==> config.mk <==
export PLATFORM = sky130hd
export DESIGN_NAME = pipe_hazard_ctrl_flat
export DESIGN_NICKNAME = d
export VERILOG_FILES = /design/src/rtl/pipe_hazard_ctrl_if.sv /design/src/rtl/pipe_hazard_ctrl.sv /design/src/flat_wrapper.sv
export SDC_FILE = /design/constraint.sdc
export NUM_CORES = 1
export LEC_CHECK = 0
export CAP_MARGIN = 0
export CORE_ASPECT_RATIO = 0.8
export CORE_MARGIN = 3
export CORE_UTILIZATION = 45
export DETAILED_ROUTE_END_ITERATION = 12
export PLACE_DENSITY_LB_ADDON = 0.25
export SLEW_MARGIN = 20
export SYNTH_ARGS = -nofsm -noshare
export SYNTH_HDL_FRONTEND = slang
export SYNTH_SLANG_ARGS = --single-unit
==> constraint.sdc <==
create_clock -name clk -period 5.58 [get_ports clk]
set_clock_uncertainty 0.2 [all_clocks]
set_input_delay 1.116 -clock clk [delete_from_list [all_inputs] [get_ports clk]]
set_output_delay 1.116 -clock clk [all_outputs]
set_load 0.05 [all_outputs]
==> src/rtl/pipe_hazard_ctrl_if.sv <==
// -----------------------------------------------------------------------------
// pipe_hazard_ctrl_if
// Bundle between the 5-stage pipeline datapath and the hazard controller.
//   ID inputs  : id_rs, id_rt, id_use_rs, id_use_rt, id_md_start, id_md_use,
//                id_branch_taken
//   EX inputs  : ex_rn, ex_wreg, ex_m2reg
//   MEM inputs : mem_rn, mem_wreg, mem_m2reg
//   Controls   : stall_pc, stall_ifid, bubble_idex, flush_ifid, fwda, fwdb
//   Mul/div    : md_busy, md_done
//   Stats      : stall_cnt (CNT_W bits, saturating)
// master = datapath side, slave = hazard controller.
// -----------------------------------------------------------------------------
interface pipe_hazard_ctrl_if #(
   parameter int unsigned CNT_W = 16
);
   logic [4:0]       id_rs;
   logic [4:0]       id_rt;
   logic             id_use_rs;
   logic             id_use_rt;
   logic             id_md_start;
   logic             id_md_use;
   logic             id_branch_taken;
   logic [4:0]       ex_rn;
   logic             ex_wreg;
   logic             ex_m2reg;
   logic [4:0]       mem_rn;
   logic             mem_wreg;
   logic             mem_m2reg;
   logic             stall_pc;
   logic             stall_ifid;
   logic             bubble_idex;
   logic             flush_ifid;
   logic [1:0]       fwda;
   logic [1:0]       fwdb;
   logic             md_busy;
   logic             md_done;
   logic [CNT_W-1:0] stall_cnt;

   modport master (
      output id_rs, id_rt, id_use_rs, id_use_rt, id_md_start, id_md_use, id_branch_taken,
      output ex_rn, ex_wreg, ex_m2reg, mem_rn, mem_wreg, mem_m2reg,
      input  stall_pc, stall_ifid, bubble_idex, flush_ifid, fwda, fwdb,
      input  md_busy, md_done, stall_cnt
   );

   modport slave (
      input  id_rs, id_rt, id_use_rs, id_use_rt, id_md_start, id_md_use, id_branch_taken,
      input  ex_rn, ex_wreg, ex_m2reg, mem_rn, mem_wreg, mem_m2reg,
      output stall_pc, stall_ifid, bubble_idex, flush_ifid, fwda, fwdb,
      output md_busy, md_done, stall_cnt
   );
endinterface

==> src/rtl/pipe_hazard_ctrl.sv <==
// -----------------------------------------------------------------------------
// pipe_hazard_ctrl
// Hazard controller for the 5-stage pipeline: operand forwarding selects,
// load-use and mul/div interlock stalls, branch flush of IF/ID, a small FSM
// tracking the multi-cycle mul/div unit, and a saturating stall-cycle counter.
// Ports:
//   clk  : clock, rising edge
//   rst  : synchronous active-high reset
//   hz   : slave side of pipe_hazard_ctrl_if (see interface header)
// CNT_W must match the CNT_W of the connected interface.
// -----------------------------------------------------------------------------
module pipe_hazard_ctrl #(
   parameter int unsigned MD_LAT = 4,   // 2..15
   parameter int unsigned CNT_W  = 16
) (
   input logic               clk,
   input logic               rst,
   pipe_hazard_ctrl_if.slave hz
);

   localparam logic [3:0] MdLoad = 4'(MD_LAT - 1);

   typedef enum logic [0:0] {StIdle, StBusy} md_state_e;

   md_state_e        state_q, state_d;
   logic [3:0]       md_cnt_q, md_cnt_d;
   logic             md_done_q, md_done_d;
   logic [CNT_W-1:0] stall_cnt_q, stall_cnt_d;

   logic       lu, mdh, stall, busy;
   logic [1:0] fwda, fwdb;

   // EX load data is not available yet, so an EX load never forwards; that
   // case is covered by the load-use stall instead.
   function automatic logic [1:0] fwd_sel(
      input logic [4:0] rn,
      input logic [4:0] ex_rn,
      input logic       ex_wreg,
      input logic       ex_m2reg,
      input logic [4:0] mem_rn,
      input logic       mem_wreg,
      input logic       mem_m2reg
   );
      logic [1:0] sel;
      sel = 2'b00;
      if (rn != 5'd0) begin
         if (ex_wreg && !ex_m2reg && (ex_rn == rn)) begin
            sel = 2'b01;
         end else if (mem_wreg && (mem_rn == rn)) begin
            sel = {1'b1, mem_m2reg};
         end
      end
      return sel;
   endfunction

   always_comb begin
      lu    = 1'b0;
      mdh   = 1'b0;
      stall = 1'b0;
      busy  = 1'b0;
      fwda  = 2'b00;
      fwdb  = 2'b00;
      if (!rst) begin
         busy = (state_q == StBusy);
         lu   = hz.ex_wreg && hz.ex_m2reg && (hz.ex_rn != 5'd0) &&
                ((hz.id_use_rs && (hz.ex_rn == hz.id_rs)) ||
                 (hz.id_use_rt && (hz.ex_rn == hz.id_rt)));
         mdh  = busy && (hz.id_md_start || hz.id_md_use);
         stall = lu || mdh;
         fwda = fwd_sel(hz.id_rs, hz.ex_rn, hz.ex_wreg, hz.ex_m2reg,
                        hz.mem_rn, hz.mem_wreg, hz.mem_m2reg);
         fwdb = fwd_sel(hz.id_rt, hz.ex_rn, hz.ex_wreg, hz.ex_m2reg,
                        hz.mem_rn, hz.mem_wreg, hz.mem_m2reg);
      end
   end

   // Mul/div FSM next state. A start held off by the busy interlock is picked
   // up in the first IDLE cycle, since mdh is then zero.
   always_comb begin
      state_d   = state_q;
      md_cnt_d  = md_cnt_q;
      md_done_d = 1'b0;
      unique case (state_q)
         StIdle: begin
            if (hz.id_md_start && !lu) begin
               state_d  = StBusy;
               md_cnt_d = MdLoad;
            end
         end
         StBusy: begin
            if (md_cnt_q == 4'd0) begin
               state_d   = StIdle;
               md_done_d = 1'b1;
            end else begin
               md_cnt_d = md_cnt_q - 4'd1;
            end
         end
         default: state_d = StIdle;
      endcase
   end

   always_comb begin
      stall_cnt_d = stall_cnt_q;
      if (stall && (stall_cnt_q != {CNT_W{1'b1}})) begin
         stall_cnt_d = stall_cnt_q + {{(CNT_W-1){1'b0}}, 1'b1};
      end
   end

   always_ff @(posedge clk) begin
      if (rst) begin
         state_q     <= StIdle;
         md_cnt_q    <= 4'd0;
         md_done_q   <= 1'b0;
         stall_cnt_q <= '0;
      end else begin
         state_q     <= state_d;
         md_cnt_q    <= md_cnt_d;
         md_done_q   <= md_done_d;
         stall_cnt_q <= stall_cnt_d;
      end
   end

   assign hz.stall_pc    = stall;
   assign hz.stall_ifid  = stall;
   assign hz.bubble_idex = stall;
   // A stalled branch keeps its slot; the flush happens once the stall lifts.
   assign hz.flush_ifid  = !rst && hz.id_branch_taken && !stall;
   assign hz.fwda        = fwda;
   assign hz.fwdb        = fwdb;
   assign hz.md_busy     = busy;
   assign hz.md_done     = md_done_q;
   assign hz.stall_cnt   = stall_cnt_q;

endmodule
==> src/flat_wrapper.sv <==
// flat-port wrapper written by rule: the top's interface ports become plain ports
module pipe_hazard_ctrl_flat 
#(
   parameter int unsigned MD_LAT = 4,           
   parameter int unsigned CNT_W  = 16
)
  (clk, rst, hz_id_rs, hz_id_rt, hz_id_use_rs, hz_id_use_rt, hz_id_md_start, hz_id_md_use, hz_id_branch_taken, hz_ex_rn, hz_ex_wreg, hz_ex_m2reg, hz_mem_rn, hz_mem_wreg, hz_mem_m2reg, hz_stall_pc, hz_stall_ifid, hz_bubble_idex, hz_flush_ifid, hz_fwda, hz_fwdb, hz_md_busy, hz_md_done, hz_stall_cnt);
  pipe_hazard_ctrl_if #(.CNT_W(CNT_W)) hz_i ();
  input logic clk;
  input logic rst;
  input wire logic [$bits(hz_i.id_rs)-1:0] hz_id_rs;
  input wire logic [$bits(hz_i.id_rt)-1:0] hz_id_rt;
  input wire logic [$bits(hz_i.id_use_rs)-1:0] hz_id_use_rs;
  input wire logic [$bits(hz_i.id_use_rt)-1:0] hz_id_use_rt;
  input wire logic [$bits(hz_i.id_md_start)-1:0] hz_id_md_start;
  input wire logic [$bits(hz_i.id_md_use)-1:0] hz_id_md_use;
  input wire logic [$bits(hz_i.id_branch_taken)-1:0] hz_id_branch_taken;
  input wire logic [$bits(hz_i.ex_rn)-1:0] hz_ex_rn;
  input wire logic [$bits(hz_i.ex_wreg)-1:0] hz_ex_wreg;
  input wire logic [$bits(hz_i.ex_m2reg)-1:0] hz_ex_m2reg;
  input wire logic [$bits(hz_i.mem_rn)-1:0] hz_mem_rn;
  input wire logic [$bits(hz_i.mem_wreg)-1:0] hz_mem_wreg;
  input wire logic [$bits(hz_i.mem_m2reg)-1:0] hz_mem_m2reg;
  output wire logic [$bits(hz_i.stall_pc)-1:0] hz_stall_pc;
  output wire logic [$bits(hz_i.stall_ifid)-1:0] hz_stall_ifid;
  output wire logic [$bits(hz_i.bubble_idex)-1:0] hz_bubble_idex;
  output wire logic [$bits(hz_i.flush_ifid)-1:0] hz_flush_ifid;
  output wire logic [$bits(hz_i.fwda)-1:0] hz_fwda;
  output wire logic [$bits(hz_i.fwdb)-1:0] hz_fwdb;
  output wire logic [$bits(hz_i.md_busy)-1:0] hz_md_busy;
  output wire logic [$bits(hz_i.md_done)-1:0] hz_md_done;
  output wire logic [$bits(hz_i.stall_cnt)-1:0] hz_stall_cnt;
  assign hz_i.id_rs = hz_id_rs;
  assign hz_i.id_rt = hz_id_rt;
  assign hz_i.id_use_rs = hz_id_use_rs;
  assign hz_i.id_use_rt = hz_id_use_rt;
  assign hz_i.id_md_start = hz_id_md_start;
  assign hz_i.id_md_use = hz_id_md_use;
  assign hz_i.id_branch_taken = hz_id_branch_taken;
  assign hz_i.ex_rn = hz_ex_rn;
  assign hz_i.ex_wreg = hz_ex_wreg;
  assign hz_i.ex_m2reg = hz_ex_m2reg;
  assign hz_i.mem_rn = hz_mem_rn;
  assign hz_i.mem_wreg = hz_mem_wreg;
  assign hz_i.mem_m2reg = hz_mem_m2reg;
  assign hz_stall_pc = hz_i.stall_pc;
  assign hz_stall_ifid = hz_i.stall_ifid;
  assign hz_bubble_idex = hz_i.bubble_idex;
  assign hz_flush_ifid = hz_i.flush_ifid;
  assign hz_fwda = hz_i.fwda;
  assign hz_fwdb = hz_i.fwdb;
  assign hz_md_busy = hz_i.md_busy;
  assign hz_md_done = hz_i.md_done;
  assign hz_stall_cnt = hz_i.stall_cnt;
  pipe_hazard_ctrl #(.MD_LAT(MD_LAT), .CNT_W(CNT_W)) u_core (.clk(clk), .rst(rst), .hz(hz_i));
endmodule
==> results of run 1 <==
[final cells by class]
class / instances / area (sq um) / share of cell area [%]
Inverter: 8 / 30.03 / 1.448
Multi-Input combinational cell: 135 / 927.1 / 44.72
Sequential cell: 22 / 440.4 / 21.24
Tap cell: 38 / 47.55 / 2.293
Timing Repair Buffer: 58 / 573.1 / 27.64
Clock buffer: 4 / 55.05 / 2.655
[metrics by stage]
step           worst slack, ns  std cells  utilization, %  power [mW]
2_1_floorplan            1.423        177               -      0.2212
3_3_place_gp            0.8804        261           68.76      0.2599
3_5_place_dp            0.8262        261           68.76      0.2619
4_1_cts                 0.8174        265           70.63      0.3772
5_1_grt                 0.6696        265           70.63      0.3932
6_report                0.8154        265           70.63      0.3748
[critical path, cell delays in order]
cell	delay [ns]
clkdlybuf4s50_1	0.55
xnor2_1	0.15
nand3_1	0.12
o32a_1	0.36
o21a_1	0.22
inv_2	0.11
clkdlybuf4s50_1	0.81
[flip-flops by register name, summed over array words and instances (netlist names)]
name	count
u_core.hz.stall_cnt	16
u_core.state_q	1
u_core.md_cnt_q	4
u_core.hz.md_done	1
[layout by cell type, fill, tap and decap left out, types with 4 or more instances in the layout]
cell,instances
and4_1,5
xnor2_1,12
dfxtp_1,22
and3_1,6
clkdlybuf4s50_1,55
inv_1,7
a21oi_1,16
xor2_1,8
or4_1,11
o31ai_1,10
nand2_1,6
nor2_1,8
clkbuf_8,4
nor2b_1,4
nand3_1,9
[power by group through the flow]
| stage | registers, mW | logic, mW | clock network [mW] |
|---|---|---|---|
| floorplan | 0.172 | 0.0493 | 0 |
| global placement | 0.169 | 0.0906 | 0 |
| detailed placement | 0.169 | 0.0927 | 0 |
| CTS | 0.166 | 0.0934 | 0.118 |
| global route | 0.167 | 0.101 | 0.125 |
| finish | 0.166 | 0.0935 | 0.116 |
[final timing paths]
check / to / slack [ns] / cells after the start
hold reg to reg: u_core.hz.stall_cnt[15]$_SDFFE_PP0P_ / 0.29 / 2
setup reg to reg: u_core.hz.stall_cnt[11]$_SDFFE_PP0P_ / 2.87 / 6
setup / recovery: hz_bubble_idex / 0.82 / 7
hold / removal: u_core.hz.stall_cnt[15]$_SDFFE_PP0P_ / 0.29 / 2
[per-layer routing]
| metal | vias to the layer above | wire length [um] | track usage (%) |
|---|---|---|---|
| li1 | 770 | - | - |
| met1 | 723 | 1946 | 28.86 |
| met2 | 61 | 1949 | 35.13 |
| met3 | 6 | 270 | 4.577 |
| met4 | 0 | 57 | 6.011 |
| met5 | - | 0 | 0 |
[cell families after synthesis]
group	synth area share (%)
flops	30.06
mux	0.7685
compound gates	21.52
fa+ha+maj	2.562
simple gates	26.47
buf+inv	6.661
xor+xnor	11.96
==> flow_metrics.py, run 1 <==
metrics = {
    "drt": {
        "drt-initial-drc-count": 114,
        "detail_route.first_pass.iterations": 4,
        "routedWlPerCell_um": 15.94,
        "drc": 0,
        "wirelength_mm": 4.223,
        "vias": 1560,
        "ant_nets": 0,
        "vias_per_cell": 5.887,
    },
    "clocking": {
        "clkLatencyLatePin_ns": 0.26,
        "post_cts_resized": 0,
        "cts_num_sinks": 22,
        "cts_tree": "yes",
        "numCtsBuffers": 3,
        "htreeDepth": 1,
        "clk_root_buffer_cell": "clkbuf_8",
        "path_clk_slew_ns": 0.08,
        "holdBufCountCts": 0,
        "post_cts_buffers": 0,
        "clk_path_buf_depth": 2,
    },
    "place": {
        "dpl_cell_area_sq_um": 2018,
        "gp_congestion": 0.8418,
        "place_hpwl_mm": 3.193,
        "io_buffers": 56,
    },
    "synth": {
        "synth_edf_count": 0,
        "synth_common_cells": "dfxtp_1, a21oi_1, xnor2_1",
        "seq_area_frac_synth_pct": 30.06,
        "yosysTopAreaCell": "dfxtp_1",
        "ys_ff_latch": 22,
        "synthDistinctLibCells": 40,
        "synth_warnings": 0,
        "syn_area_per_cell_sq_um": 8.278,
        "synthCells": 177,
        "synth_area_leaders": "dfxtp_1, xnor2_1, or4_1",
        "synthDominantCellAreaShare_pct": 30.06,
        "synth_nets": 211,
        "synthArstFlopShare_pct": 0,
        "yosysMostFrequentCell": "dfxtp_1",
        "synth_area_sq_um": 1465,
        "ys.flop_type": "dfxtp_1",
    },
    "final_layout": {
        "final_net_count": 262,
        "fillCellCount": 238,
        "final_area_sq_um": 2073,
        "diodes": 0,
        "area_growth_pct": 41.50,
        "drive_above_1_share_pct": 3.965,
    },
    "timing": {
        "clock.fmax_ghz": 0.2099,
        "slew_viol_final": 0,
        "tightestPinTransition_ns": 0.8058,
        "hold_viol_final": 0,
        "rsz0062_at_grt": "no",
        "worst_hold_slack_ns": 0.2929,
        "tns_ns": 0,
        "timing.final.crit_share_pct": 85.39,
        "setup_viol": 0,
        "relSlewSlack_pct": 46.28,
        "fin_crit_ns": 4.765,
    },
    "global_route": {
        "grtUsageTotal_pct": 21.51,
        "grt_pass1_wl_mm": 6.989,
        "grt_max_degree": 29,
        "grt_pass1_vias": 1438,
        "antenna_found_initial": 0,
        "grt_overflow": 0,
    },
    "setup_path": {
        "cp_max_fo": 7,
        "crit_start": "hz_ex_rn[2]",
        "critPathKind": "in -> out",
        "start_kind": "input pin",
        "crit_path_end_kind": "output port",
        "timing.rr.start": "u_core.hz.stall_cnt[3]$_SDFFE_PP0P_",
        "crit_arrival_ns": 3.45,
        "worst_ep_required_time_ns": 4.26,
    },
    "hold_path": {
        "hold_class": "reg -> reg",
        "hold_start": "u_core.hz.stall_cnt[15]$_SDFFE_PP0P_",
    },
    "floorplan": {
        "die_x_um": 69.80,
        "start_util_pct": 49.91,
        "io_pins": 57,
        "row_count": 17,
        "die-area_sq_um": 3981,
        "core-area_sq_um": 2935,
        "die_y_um": 57.04,
    },
    "power_and_ir_drop": {
        "p_seq_share_pct": 44.2,
        "p_leak_nw": 0.7144,
        "power.share.switching_pct": 28.12,
        "p_clk_share_pct": 30.8,
        "power_density_nw_per_um2": 180.8,
        "internal_power_uw": 269.4,
        "max-vdd-ir-drop_v": 0.0001811,
        "comb_power_share_pct": 25.0,
        "p_sw_uw": 105.4,
    },
    "flow_run": {
        "maxCapViolations": 0,
    },
    "status": {
        "outcome": "complete, no violations",
    },
}
No activity file was read; power rests on OpenSTA's default activity.
==> run 2: changes to the inputs <==
Settings changed: REMOVE_ABC_BUFFERS from default to 1.
==> run 2 against run 1 <==
  * Hold slack better by 0.0087 ns
  * First-iteration DRC count decreased by 46%
  * Register-to-register slack about the same
  * Wire length did not move
  * Die area unchanged
==> flow_metrics.py, run 2 (same netlist as run 1, synthesis figures left out) <==
metrics = {
    "timing": {
        "timing.final.crit_share_pct": 86.07,
        "tns_ns": 0,
        "setup_viol": 0,
        "rsz0062_at_grt": "no",
        "clock.fmax_ghz": 0.2082,
        "tightestPinTransition_ns": 0.8076,
        "hold_viol_final": 0,
        "slew_viol_final": 0,
        "fin_crit_ns": 4.803,
        "relSlewSlack_pct": 46.16,
    },
    "final_layout": {
        "largest_register_ffs": 16,
        "drive_above_1_share_pct": 3.965,
        "utilization_pct": 70.63,
        "final_net_count": 262,
        "layout_common_cells": "clkdlybuf4s50_1, dfxtp_1, a21oi_1",
        "layout_commonest_cell": "clkdlybuf4s50_1",
        "area_growth_pct": 41.50,
        "diodes": 0,
    },
    "drt": {
        "wirelength_mm": 4.223,
        "ant_nets": 0,
        "detail_route.first_pass.iterations": 5,
        "vias": 1572,
        "drt-initial-drc-count": 61,
        "drc": 0,
        "routedWlPerCell_um": 15.94,
        "vias_per_cell": 5.932,
    },
    "clocking": {
        "holdBufCountCts": 0,
        "path_clk_slew_ns": 0.08,
        "cts_tree": "yes",
        "htreeDepth": 1,
        "clk_root_buffer_cell": "clkbuf_8",
        "clkLatencyLatePin_ns": 0.27,
        "post_cts_buffers": 0,
        "numCtsBuffers": 3,
        "clk_path_buf_depth": 2,
        "cts_num_sinks": 22,
        "post_cts_resized": 0,
    },
    "floorplan": {
        "io_pins": 57,
        "die_y_um": 57.04,
        "start_util_pct": 49.91,
        "core-area_sq_um": 2935,
        "row_count": 17,
        "die_x_um": 69.80,
        "die-area_sq_um": 3981,
    },
    "setup_path": {
        "r2r_slack_ns": 2.87,
        "cp_max_fo": 3,
        "crit_arrival_ns": 3.49,
        "crit_path_end_kind": "output port",
        "timing.rr.start": "u_core.hz.stall_cnt[3]$_SDFFE_PP0P_",
        "crit_start": "hz_id_rt[1]",
        "start_kind": "input pin",
        "critPathKind": "in -> out",
        "worst_ep_required_time_ns": 4.26,
    },
    "global_route": {
        "grt_overflow": 0,
        "grt_pass1_wl_mm": 6.610,
        "grt_pass1_vias": 1385,
        "antenna_found_initial": 0,
        "grtUsageTotal_pct": 20.29,
        "grt_max_degree": 29,
    },
    "flow_run": {
        "maxCapViolations": 0,
    },
    "place": {
        "place_hpwl_mm": 3.318,
        "gp_congestion": 0.8900,
        "io_buffers": 56,
    },
    "power_and_ir_drop": {
        "p_leak_nw": 0.7144,
        "max-vdd-ir-drop_v": 0.0001237,
        "power_density_nw_per_um2": 181.6,
    },
    "hold_path": {
        "hold_class": "reg -> reg",
        "hold_start": "u_core.md_cnt_q[3]$_SDFFE_PP0P_",
    },
    "status": {
        "outcome": "complete, no violations",
    },
}
[run 2: layout make-up]
cell class | instances | area (sq um)
Fill cell | 230 | 862.1
Timing Repair Buffer | 58 | 573.1
Inverter | 8 | 30.03
Sequential cell | 22 | 440.4
Clock buffer | 4 | 55.05
Tap cell | 38 | 47.55
Multi-Input combinational cell | 135 | 927.1
[run 2: metrics by stage]
| step | power (mW) | setup WS [ns] | hold WS (ns) | instances | instance area, sq um |
|---|---|---|---|---|---|
| global route | 0.3909 | 0.7156 | 0.3095 | 265 | 2073 |
| detailed placement | 0.2629 | 0.8065 | 0.2833 | 261 | 2018 |
| global placement | 0.2598 | 0.8703 | 0.2746 | 261 | 2018 |
| finish | 0.3765 | 0.7774 | 0.3016 | 265 | 2073 |
| CTS | 0.3764 | 0.7993 | 0.2941 | 265 | 2073 |
| floorplan | 0.2168 | 1.281 | 0.2433 | 165 | 1398 |
[run 2: worst paths after layout]
path | endpoint | cells after the start
setup / recovery | hz_fwdb[0] | 6
hold reg to reg | u_core.md_cnt_q[3]$_SDFFE_PP0P_ | 1
setup reg to reg | u_core.hz.stall_cnt[11]$_SDFFE_PP0P_ | 6
hold / removal | u_core.md_cnt_q[3]$_SDFFE_PP0P_ | 1
[run 2: routing by layer]
metal | part of all wire, % | global-route usage, %
met1 | 47 | 27.19
met2 | 46 | 32.97
met3 | 5.6 | 5.458
met4 | 1.1 | 4.372
met5 | 0 | 0
[run 2: worst max-delay path: stages]
cell             delay [ns]
clkdlybuf4s50_1        0.55
xnor2_1                0.14
nand3_1                0.12
nor4b_1                0.55
a22o_1                 0.21
clkdlybuf4s50_1        0.80
[run 2: where the power goes]
group | switching [mW] | internal [mW] | leakage [nW]
clock network | 0.0532 | 0.0630 | 0.0288
registers | 0.00424 | 0.162 | 0.178
logic | 0.0495 | 0.0448 | 0.507
